### src/rtl/fpu_normalize_round.sv
// fpu_normalize_round
//   Post-add stage for the FPU adder/subtractor. Takes the adder's raw result
//   (sign, widened biased exponent, unnormalised mantissa with carry, guard
//   and sticky bits) and normalises it with a one-bit-per-cycle shifter. It
//   then rounds to nearest-even and emits a packed word with a one-hot status.
//
// Ports
//   clock100KHz : system clock, all state changes on the rising edge
//   reset       : synchronous, active-high; returns to IDLE, drops any operand
//   in_valid    : raw result available from the adder
//   in_ready    : high only while IDLE (stage can accept a new operand)
//   in_sign     : result sign
//   in_exp      : biased exponent with one bit of headroom
//   in_mant     : [28] carry, [27] hidden, [26:2] fraction, [1] guard, [0] sticky
//   out_valid   : data_out/status_out hold a finished result
//   out_ready   : consumer accepts the result
//   data_out    : {sign, exp[EXP_W-1:0], mant[MANT_W-1:0]}
//   status_out  : one-hot {UNDERFLOW, OVERFLOW, INEXACT, EXACT}

module fpu_normalize_round #(
  parameter int EXP_W  = 6,
  parameter int MANT_W = 25
) (
  input  logic                    clock100KHz,
  input  logic                    reset,
  input  logic                    in_valid,
  output logic                    in_ready,
  input  logic                    in_sign,
  input  logic [EXP_W:0]          in_exp,
  input  logic [MANT_W+3:0]       in_mant,
  output logic                    out_valid,
  input  logic                    out_ready,
  output logic [EXP_W+MANT_W:0]   data_out,
  output logic [3:0]              status_out
);

  // Exponent is carried two bits wider than the packed field so that a
  // carry increment plus a rounding increment can never wrap.
  localparam int XW = EXP_W + 2;

  localparam logic [XW-1:0] EXP_ONE = XW'(1);
  localparam logic [XW-1:0] EXP_MAX = XW'((2 ** EXP_W) - 2);

  localparam logic [3:0] ST_EXACT     = 4'b0001;
  localparam logic [3:0] ST_INEXACT   = 4'b0010;
  localparam logic [3:0] ST_OVERFLOW  = 4'b0100;
  localparam logic [3:0] ST_UNDERFLOW = 4'b1000;

  localparam int CARRY_BIT  = MANT_W + 3;
  localparam int HIDDEN_BIT = MANT_W + 2;

  typedef enum logic [1:0] {
    IDLE,
    SHIFT,
    ROUND,
    OUTPUT
  } state_t;

  state_t              state;
  logic                sign_q;
  logic [XW-1:0]       exp_q;
  logic [MANT_W+3:0]   mant_q;

  logic                guard_bit;
  logic                sticky_bit;
  logic                round_up;
  logic [MANT_W:0]     frac_sum;
  logic [MANT_W-1:0]   frac_rounded;
  logic [XW-1:0]       exp_rounded;

  // Round-to-nearest-even on the held mantissa. A fraction carry-out leaves
  // the low bits at zero, which is exactly the required "fraction=0, exp+1".
  always_comb begin
    guard_bit    = mant_q[1];
    sticky_bit   = mant_q[0];
    round_up     = guard_bit & (sticky_bit | mant_q[2]);
    frac_sum     = {1'b0, mant_q[MANT_W+1:2]} + {{MANT_W{1'b0}}, round_up};
    frac_rounded = frac_sum[MANT_W-1:0];
    exp_rounded  = exp_q + XW'(frac_sum[MANT_W]);
  end

  // Control FSM with registered handshake outputs. The result word is
  // written once when leaving SHIFT/ROUND and then only held in OUTPUT, so
  // it stays stable for the whole time the consumer stalls.
  always_ff @(posedge clock100KHz) begin
    if (reset) begin
      state      <= IDLE;
      in_ready   <= 1'b1;
      out_valid  <= 1'b0;
      data_out   <= '0;
      status_out <= 4'b0000;
      sign_q     <= 1'b0;
      exp_q      <= '0;
      mant_q     <= '0;
    end else begin
      case (state)
        IDLE: begin
          if (in_valid) begin
            sign_q   <= in_sign;
            exp_q    <= {1'b0, in_exp};
            mant_q   <= in_mant;
            in_ready <= 1'b0;
            state    <= SHIFT;
          end
        end

        SHIFT: begin
          if (mant_q == '0) begin
            data_out   <= {sign_q, {EXP_W{1'b0}}, {MANT_W{1'b0}}};
            status_out <= ST_EXACT;
            out_valid  <= 1'b1;
            state      <= OUTPUT;
          end else if (exp_q == '0) begin
            // A zero exponent from the adder is already below the normal range.
            data_out   <= {sign_q, {EXP_W{1'b0}}, {MANT_W{1'b0}}};
            status_out <= ST_UNDERFLOW;
            out_valid  <= 1'b1;
            state      <= OUTPUT;
          end else if (mant_q[CARRY_BIT]) begin
            // Bit 1 becomes the new sticky, so fold the old sticky into it.
            mant_q <= {1'b0, mant_q[MANT_W+3:2], mant_q[1] | mant_q[0]};
            exp_q  <= exp_q + EXP_ONE;
            state  <= ROUND;
          end else if (mant_q[HIDDEN_BIT]) begin
            state <= ROUND;
          end else if (exp_q <= EXP_ONE) begin
            data_out   <= {sign_q, {EXP_W{1'b0}}, {MANT_W{1'b0}}};
            status_out <= ST_UNDERFLOW;
            out_valid  <= 1'b1;
            state      <= OUTPUT;
          end else begin
            mant_q <= {mant_q[MANT_W+2:0], 1'b0};
            exp_q  <= exp_q - EXP_ONE;
          end
        end

        ROUND: begin
          if (exp_rounded > EXP_MAX) begin
            data_out   <= {sign_q, {EXP_W{1'b1}}, {MANT_W{1'b0}}};
            status_out <= ST_OVERFLOW;
          end else begin
            data_out   <= {sign_q, exp_rounded[EXP_W-1:0], frac_rounded};
            status_out <= (guard_bit | sticky_bit) ? ST_INEXACT : ST_EXACT;
          end
          out_valid <= 1'b1;
          state     <= OUTPUT;
        end

        OUTPUT: begin
          // Returning to IDLE here (rather than accepting) keeps a fresh
          // operand from being taken on the same edge as the output handshake.
          if (out_ready) begin
            out_valid <= 1'b0;
            in_ready  <= 1'b1;
            state     <= IDLE;
          end
        end

        default: begin
          state     <= IDLE;
          in_ready  <= 1'b1;
          out_valid <= 1'b0;
        end
      endcase
    end
  end

endmodule
### config.mk
export PLATFORM = sky130hd
export DESIGN_NAME = fpu_normalize_round
export DESIGN_NICKNAME = d
export VERILOG_FILES = /design/src/rtl/fpu_normalize_round.sv
export SDC_FILE = /design/constraint.sdc
export NUM_CORES = 1
export LEC_CHECK = 0
export CORE_MARGIN = 2
export CORE_UTILIZATION = 49
export CTS_CLUSTER_DIAMETER = 200
export DETAILED_ROUTE_END_ITERATION = 7
export PLACE_DENSITY_LB_ADDON = 0.05
export SYNTH_ARGS = -nofsm -noshare
export SYNTH_HDL_FRONTEND = slang
export SYNTH_SLANG_ARGS = --single-unit
export TNS_END_PERCENT = 1
### constraint.sdc
create_clock -name clock100KHz -period 3.8 [get_ports clock100KHz]
set_clock_uncertainty 0.1 [all_clocks]
set_input_delay 0.95 -clock clock100KHz [delete_from_list [all_inputs] [get_ports clock100KHz]]
set_output_delay 0.95 -clock clock100KHz [all_outputs]
set_load 0.005 [all_outputs]
* Word level (Yosys, flattened, before mapping)
Index checks and enable logic that the tools add are counted.
Operators by class: shift-type cells 0, bitwise operators 3, $mul 0, divide/modulo/power cells 0, reductions and logical operators 14, $add $sub $neg 4, mux-type cells 47, eq/ne operators 13, magnitude comparators 2
Operators by type and width (number):
- $mux 32 | 5
- $mux 29 | 3
- $mux 28 | 3
- $pmux 32 s2 | 1
- $pmux 29 s2 | 1
- $mux 8 | 6
- $mux 31 | 1
- $logic_not 29->1 | 1
- $add 25x1->26 | 1
- $mux 4 | 5
- $mux 2 | 8
- $pmux 8 s2 | 1
- $ne 4x4->1 const B | 3
- $add 8x1->8 | 1
- $add 8x1->8 const B | 1
- $gt 8x6->1 const B | 1
- $le 8x1->1 const B | 1
- $logic_not 8->1 | 1
- $mux 1 | 8
- $ne 2x2->1 const B | 4
- $pmux 2 s4 | 1
- $pmux 4 s2 | 1
- $reduce_and 4->1 | 2
- $sub 8x1->8 const B | 1
- other kinds (16) | 22
Storage, ports and cells: memories kept 0, output and inout port bits 38, memory bits (writable) 0, bits in registers 78, bits in latches 0, bits of input ports 41, ROM bits 0

* Depth between registers and ports, before layout
Gate-level depths: netlist of the first run.
word-level depth 7, gate-level depth with buffers 15

* Worst setup path before layout of the first run
No wires, ideal clock.
path kind register -> register, start point register mant_q[7], end point register data_out[15], path slack 162 ps, data required time 3611 ps, stages on the path, launching flop included 16, arrival 3449 ps, path through dfxtp_1 clkbuf_1 nand2_1 or3_1 clkbuf_1 nor4_1 and4_1 ha_1 ha_1 and3_1 nand2_1 o311a_1 nor3b_2 nand2_2 buf_6 o32ai_2
On the way: cells in the longest elaborated chain, start to end 5, elaborated cells between the ends (all ways) 11, those cells by class add/sub: 2; order compare: 1; eq/ne: 3; mux: 3; reduce/logical: 2
Ends and longest elaborated chain:
- start, declared | line 62 | logic [MANT_W+3:0] mant_q;
- start signal, assigned | line 101 | mant_q <= in_mant;
- start signal, assigned | line 121 | mant_q <= {1'b0, mant_q[MANT_W+3:2], mant_q[1] | mant_q[0]};
- start signal, assigned | line 132 | mant_q <= {mant_q[MANT_W+2:0], 1'b0};
- $add 25x1->26 | line 77 | frac_sum = {1'b0, mant_q[MANT_W+1:2]} + {{MANT_W{1'b0}}, round_up};
- $add 8x1->8 | line 79 | exp_rounded = exp_q + XW'(frac_sum[MANT_W]);
- $gt 8x6->1 | line 138 | if (exp_rounded > EXP_MAX) begin
- $mux 31 | line 138
- $pmux 32 s2 | line 96 | case (state)
- end signal, assigned | line 109 | data_out <= {sign_q, {EXP_W{1'b0}}, {MANT_W{1'b0}}};
- end signal, assigned | line 139 | data_out <= {sign_q, {EXP_W{1'b1}}, {MANT_W{1'b0}}};
- end signal, assigned | line 142 | data_out <= {sign_q, exp_rounded[EXP_W-1:0], frac_rounded};
- end, declared | line 33 | output logic [EXP_W+MANT_W:0] data_out,
Several ways; a longest one is shown, not always the timed one. A chain may end at the register's enable or synchronous reset.

* Worst setup path after layout of the first run
start point register mant_q[3], end point register data_out[4]
Same word-level chain as after synthesis.

==> results.sh, run 1 <==
export IMPL_grt_total_usage_pct=25.38
export IMPL_critPathMaxFanout=22
export IMPL_critPathTopFamily="simple AND/OR/NAND/NOR gates"
export IMPL_synth_enable_flop_cells=0
export IMPL_cts_root_buf="clkbuf_8"
export IMPL_final_nets=736
export IMPL_critPathLaunchType="flop"
export IMPL_route_met3_wl_um=807
export IMPL_dieArea_um2=10690
export IMPL_outcome="completed"
export IMPL_core_area_um2=9684
export IMPL_cts_buffers=9
export IMPL_worst_pin_slew_ps=935.6
export IMPL_first_iter_violations=288
export IMPL_die_y_um=103.4
export IMPL_p_leak_uw=0.002085
export IMPL_gp_congestion=0.9364
export IMPL_grt_pass1_vias=4221
export IMPL_fin_crit_sh_pct=94.21
export IMPL_crit_chain="nand4_1, or3_1, nor4_1, and4_1, ha_1, ha_2, and3_2, nand2_1, o311a_4, nor3b_2, nand2_2, buf_6, o32ai_1"
export IMPL_wl_met2_um=5739
export IMPL_area_delta_synth_final_pct=23.42
export IMPL_hold_violations=0
export IMPL_final_area_um2=5974
export IMPL_wire_per_inst_um=16.44
export IMPL_worstPathArrival_ps=3740
export IMPL_synth_main_ff_cell="dfxtp_1"
export IMPL_crit_required_ps=3960
export IMPL_syn_area_um2=4841
export IMPL_syn_nets=679
export IMPL_antenna_cells=0
export IMPL_portBuffers=78
export IMPL_m1WireLength_um=6787
export IMPL_synthTopCellsByArea="dfxtp_1 (32%), a21oi_1 (10%), nand2_1 (7.6%)"
export IMPL_postCtsSetupBuffers=0
export IMPL_n_fill_cell=915
export IMPL_max_stage_delay_ps=420
export IMPL_setup_viol=0
export IMPL_layout_setup_ws_ps=219.8
export IMPL_dp_slack_ps=54.18
export IMPL_endpoint_kind="flop"
export IMPL_grt_max_degree=75
export IMPL_antenna_left=0
export IMPL_grt_pass1_wl_um=21360
export IMPL_avgSynthCellArea_um2=7.708
export IMPL_cts_tree="done"
export IMPL_peakVddDrop_v=0.0005056
export IMPL_drcViolationCount=0
export IMPL_tns_ps=0
export IMPL_routed_wl_um=13530
export IMPL_hpwl_um=9457
export IMPL_overflow=0
export IMPL_ys_seq_area_share_pct=32.26
export IMPL_pwr_density_cell_nw_per_um2=778.9
export IMPL_slew_headroom_pct=37.56
export IMPL_top_level_ports=79
export IMPL_cts_reportedPaths_clkPinSlew_ps=80
export IMPL_cts_sinks=78
export IMPL_period_minus_slack_ps=3580
export IMPL_slew_violations=0
export IMPL_critical_path_class="reg -> reg"
export IMPL_vias_per_cell=5.905
export IMPL_drt_pass1_iterations=5
export IMPL_grt_antenna_before_repair=0
export IMPL_clockBufferDepth=2
export IMPL_synth_distinct_cells=59
export IMPL_synthesis_instances=628
export IMPL_rows=36
export IMPL_clock_latency_ps=350
export IMPL_ys_warn_count=0
export IMPL_async_flop_share_pct=0
export IMPL_via_count=4860
export IMPL_cp_slowest_cell="o311a_4"
export IMPL_start_util_pct=49.99
export IMPL_yosys_area_top_type="dfxtp_1"
export IMPL_fmax_mhz=279.3
export IMPL_placedInstanceArea_um2=5741
export IMPL_drive_above_1_share_pct=10.87
export IMPL_hold_path_class="reg -> reg"
export IMPL_path_buf_inv=1
export IMPL_synthDominantCellAreaShare_pct=32.26
export IMPL_synth_seq_cells=78
export IMPL_die_w_um=103.4
export IMPL_cap_violations=0
export IMPL_cts_max_level=3
export IMPL_highest_layer="met4"
[layer usage]
layer / global-route usage, % / vias up
met4: 7.895 / 0
li1: - / 2388
met5: 0 / -
met3: 2.890 / 18
met1: 39.56 / 2273
met2: 36.18 / 181
[logic make-up (layout without fill, tap and decap cells)]
logic type / after synthesis / in the layout / synth area share, %
XOR/XNOR: 29 / 29 / 5.247
AO/OA/AOI/OAI: 211 / 211 / 30.71
buffers and inverters: 69 / 131 / 5.815
flip-flops: 78 / 78 / 32.26
adder cells (fa/ha/maj): 10 / 10 / 2.585
AND/OR/NAND/NOR: 227 / 227 / 22.56
multiplexers: 4 / 4 / 0.8271
[layout by cell type (no fill, tap or decap), types with 4 or more instances in the layout]
cell type        synthesis  routed
a21oi_1                100     100
o21ai_0                 18      18
mux2i_1                  4       4
inv_1                   11      11
nand3_1                 16      16
buf_4                    0      25
nand2_1                 98      98
a31oi_1                  7       7
nor2_1                  43      43
nand4_1                  5       5
ha_1                    10       8
o32ai_2                 20      20
clkbuf_8                 0       9
dfxtp_1                 78      77
nor3_1                   5       5
or3_1                    8       8
and4_1                   5       5
xnor2_1                 11      11
clkdlybuf4s50_1          0      77
o211ai_1                 7       7
xor2_1                  18      18
nor2b_1                  6       6
nor4_1                   7       7
and3_1                  11      10
a211oi_1                26      26
or4_1                    6       6
[layout make-up]
class | instances | area (µm²) | share of cell area, %
Inverter | 11 | 41.29 | 0.6911
Clock inverter | 6 | 86.33 | 1.445
Multi-Input combinational cell | 481 | 3015 | 50.47
Sequential cell | 78 | 1563 | 26.16
Tap cell | 133 | 166.4 | 2.785
Clock buffer | 10 | 127.6 | 2.136
Timing Repair Buffer | 104 | 974.7 | 16.31
[through the flow]
stage	hold slack, ps	utilization, %	instances	power, µW
CTS	354.6	61.49	823	4604
global route	364.7	61.69	823	4997
global placement	338.0	59.28	807	3874
detailed placement	345.4	59.28	807	3916
floorplan	332.1	-	628	3174
finish	350.0	61.69	823	4654
[where the power goes]
group	switching, µW	internal [µW]	leakage [µW]
Combinational	1610	1040	0.00134
Clock	320	369	0.000106
Sequential	294	1020	0.000639
Total	2220	2430	0.00208
[what timing repair did]
| action | 4_1_cts | 5_1_grt |
|---|---|---|
| gates resized for setup | 0 | 5 |
| hold buffers | 0 | 0 |
| endpoints found under the setup margin | 0 | 25 |
[sequential cells by signal (all words and copies together), names as in the netlist]
register	count
data_out	32
status_out	4
state	2
out_valid	1
in_ready	1
exp_q	8
mant_q	29
sign_q	1
[worst min-delay path: stages (launching register included)]
cell and delay, ps:
dfxtp_1 310, nand2_1 50, a21oi_1 50
[final timing paths]
| path | start | endpoint | slack, ps | cells after the start |
|---|---|---|---|---|
| worst max register to register | mant_q[3] | data_out[4] | 220 | 13 |
| worst max-delay path | mant_q[3] | data_out[4] | 220 | 13 |
| worst min register to register | status_out[3] | status_out[3] | 350 | 2 |
| worst min-delay path | status_out[3] | status_out[3] | 350 | 2 |
[Yosys cell counts (all sizes together), types with 4 or more instances]
| cell | n |
|---|---|
| a21oi | 100 |
| nand2 | 99 |
| dfxtp | 78 |
| clkbuf | 47 |
| nor2 | 43 |
| a211oi | 26 |
| o32ai | 22 |
| o21ai | 21 |
| xor2 | 18 |
| nand3 | 16 |
| and3 | 11 |
| buf | 11 |
| inv | 11 |
| xnor2 | 11 |
| ha | 10 |
| nor4 | 8 |
| or3 | 8 |
| a31oi | 7 |
| o211ai | 7 |
| nor2b | 6 |
| nor3 | 6 |
| or4 | 6 |
| and4 | 5 |
| nand4 | 5 |
| mux2i | 4 |
No activity file was read; power rests on OpenSTA's default activity.
==> run 2: changes to the inputs <==
--- a/constraint.sdc
+++ b/constraint.sdc
@@ -3,3 +3,3 @@
 set_input_delay 0.95 -clock clock100KHz [delete_from_list [all_inputs] [get_ports clock100KHz]]
 set_output_delay 0.95 -clock clock100KHz [all_outputs]
-set_load 0.005 [all_outputs]
+set_load 0.02 [all_outputs]
==> results of run 2 <==
The final DEF is identical to that of run 1. Status: completed.
Among the figures that moved: total power 4654 µW -> 4689 µW; worst IR drop on VDD 0.0005056 V -> 0.0005057 V
==> run 3: changes to the inputs <==
- CORE_MARGIN: 2 -> 1.5
==> run 3 against run 2 <==
Net effect:
- sequential power hardly changed
- largest cell class unchanged
- utilization is 0.12 points lower
- count of clock-buffer cells in the layout grew 1
- design area down 0.19%
- global-route usage up 1.0 points
- clock power fell by 6.8%
==> results.sh, run 3 (synthesis gave the netlist of run 1 again) <==
export IMPL_outcome="completed"
export IMPL_top_register="data_out"
export IMPL_grt_pass1_wl_um=21600
export IMPL_hpwl_um=9507
export IMPL_p_leak_uw=0.002081
export IMPL_cts_root_buf="clkbuf_8"
export IMPL_top_level_ports=79
export IMPL_final_area_um2=5963
export IMPL_start_util_pct=49.99
export IMPL_hold_path_class="reg -> reg"
export IMPL_critical_path_class="reg -> reg"
export IMPL_die_y_um=102.4
export IMPL_gp_congestion=0.8915
export IMPL_wire_per_inst_um=16.65
export IMPL_endpoint_kind="flop"
export IMPL_peakVddDrop_v=0.0003691
export IMPL_final_nets=736
export IMPL_cts_reportedPaths_clkPinSlew_ps=80
export IMPL_pwr_density_cell_nw_per_um2=780.9
export IMPL_portBuffers=78
export IMPL_drt_pass1_iterations=6
export IMPL_drcViolationCount=0
export IMPL_grt_pass1_vias=4270
export IMPL_cts_sinks=78
export IMPL_p_total_uw=4657
export IMPL_fin_crit_sh_pct=93.92
export IMPL_worst_pin_slew_ps=963.1
export IMPL_antenna_left=0
export IMPL_setup_viol=0
export IMPL_vias_per_cell=5.900
export IMPL_first_iter_violations=398
export IMPL_area_delta_synth_final_pct=23.18
export IMPL_min_path_cells=2
export IMPL_rows=36
export IMPL_dieArea_um2=10480
export IMPL_grt_max_degree=75
export IMPL_grt_antenna_before_repair=0
export IMPL_reg_top3="data_out: 32 flops, mant_q: 29 flops, exp_q: 8 flops"
export IMPL_overflow=0
export IMPL_crit_required_ps=3970
export IMPL_slew_violations=0
export IMPL_clock_latency_ps=360
export IMPL_grt_total_usage_pct=26.41
export IMPL_critPathMaxFanout=22
export IMPL_cts_buffers=9
export IMPL_final_common_cell="a21oi_1"
export IMPL_ff2ff_setup_slack_ps=230
export IMPL_tns_ps=0
export IMPL_hold_violations=0
export IMPL_r2r_start="mant_q[3]"
export IMPL_via_count=4844
export IMPL_cts_tree="done"
export IMPL_final_cell_mix="a21oi_1 (100), nand2_1 (98), clkdlybuf4s50_1 (77), dfxtp_1 (76), nor2_1 (43)"
export IMPL_drive_above_1_share_pct=11.05
export IMPL_min_to="status_out[3]"
export IMPL_die_w_um=102.4
export IMPL_critPathLaunchType="flop"
export IMPL_largest_reg_flops=32
export IMPL_core_area_um2=9684
export IMPL_worstPathArrival_ps=3740
export IMPL_postLayoutCoreUtil_pct=61.58
export IMPL_period_minus_slack_ps=3569
export IMPL_fmax_mhz=280.2
export IMPL_regToRegEndpoint="data_out[5]"
export IMPL_routed_wl_um=13670
export IMPL_antenna_cells=0
export IMPL_slew_headroom_pct=35.72
export IMPL_cts_max_level=3
export IMPL_placedInstanceArea_um2=5741
export IMPL_reg2reg_depth=13
export IMPL_cts_hold_buf=0
export IMPL_cap_violations=0
export IMPL_hold_start="status_out[3]"
export IMPL_clockBufferDepth=2
run 3: what timing repair did:
item | CTS | global route
gates resized for setup | 0 | 7
setup endpoints to repair | 0 | 26
setup buffers | 0 | 0
endpoints found under the hold margin | 0 | 0
run 3: how the worst max path moves through the flow:
stage / start / to / cells after the start
3_3_place_gp: mant_q[3] / data_out[4] / 13
5_1_grt: mant_q[3] / data_out[8] / 13
3_5_place_dp: mant_q[3] / data_out[3] / 13
4_1_cts: mant_q[3] / data_out[5] / 13
2_1_floorplan: mant_q[7] / data_out[15] / 15
6_report: mant_q[3] / data_out[5] / 13
run 3: critical path, stage by stage, from the launching register on:
cell	delay [ps]
dfxtp_2	380
nand4_1	170
or3_1	410
nor4_2	230
and4_1	230
ha_1	210
ha_2	230
and3_2	240
nand2_1	90
o311a_4	410
nor3b_2	220
nand2_2	80
buf_6	210
o32ai_2	260
run 3: metal layers:
layer | wire, µm | GRT usage [%] | up-vias
met4 | 131 | 6.955 | 0
li1 | - | - | 2380
met5 | 0 | 0 | -
met1 | 6736 | 40.61 | 2257
met2 | 5883 | 38.00 | 188
met3 | 919 | 4.104 | 19
run 3: through the flow:
step,setup slack [ps],hold WS [ps],instances
finish,231.2,352.5,821
global route,-3.149,375.4,821
CTS,52.45,355.8,821
detailed placement,59.25,346.7,807
global placement,194.2,337.8,807
floorplan,162.1,332.1,628
run 3: where the power goes:
part           internal (µW)  switching, µW  leakage (µW)
clock network            334            309      0.000102
logic                   1040           1660       0.00134
registers               1020            289      0.000639
run 3: area by class of cell:
class / count / area (µm²)
clock buffers: 11 / 151.4
well taps: 133 / 166.4
fillers: 928 / 3721
clock inverters: 3 / 43.79
multi-input cells: 481 / 3022
repair buffers: 104 / 974.7
inverters: 11 / 41.29
flip-flops and latches: 78 / 1564
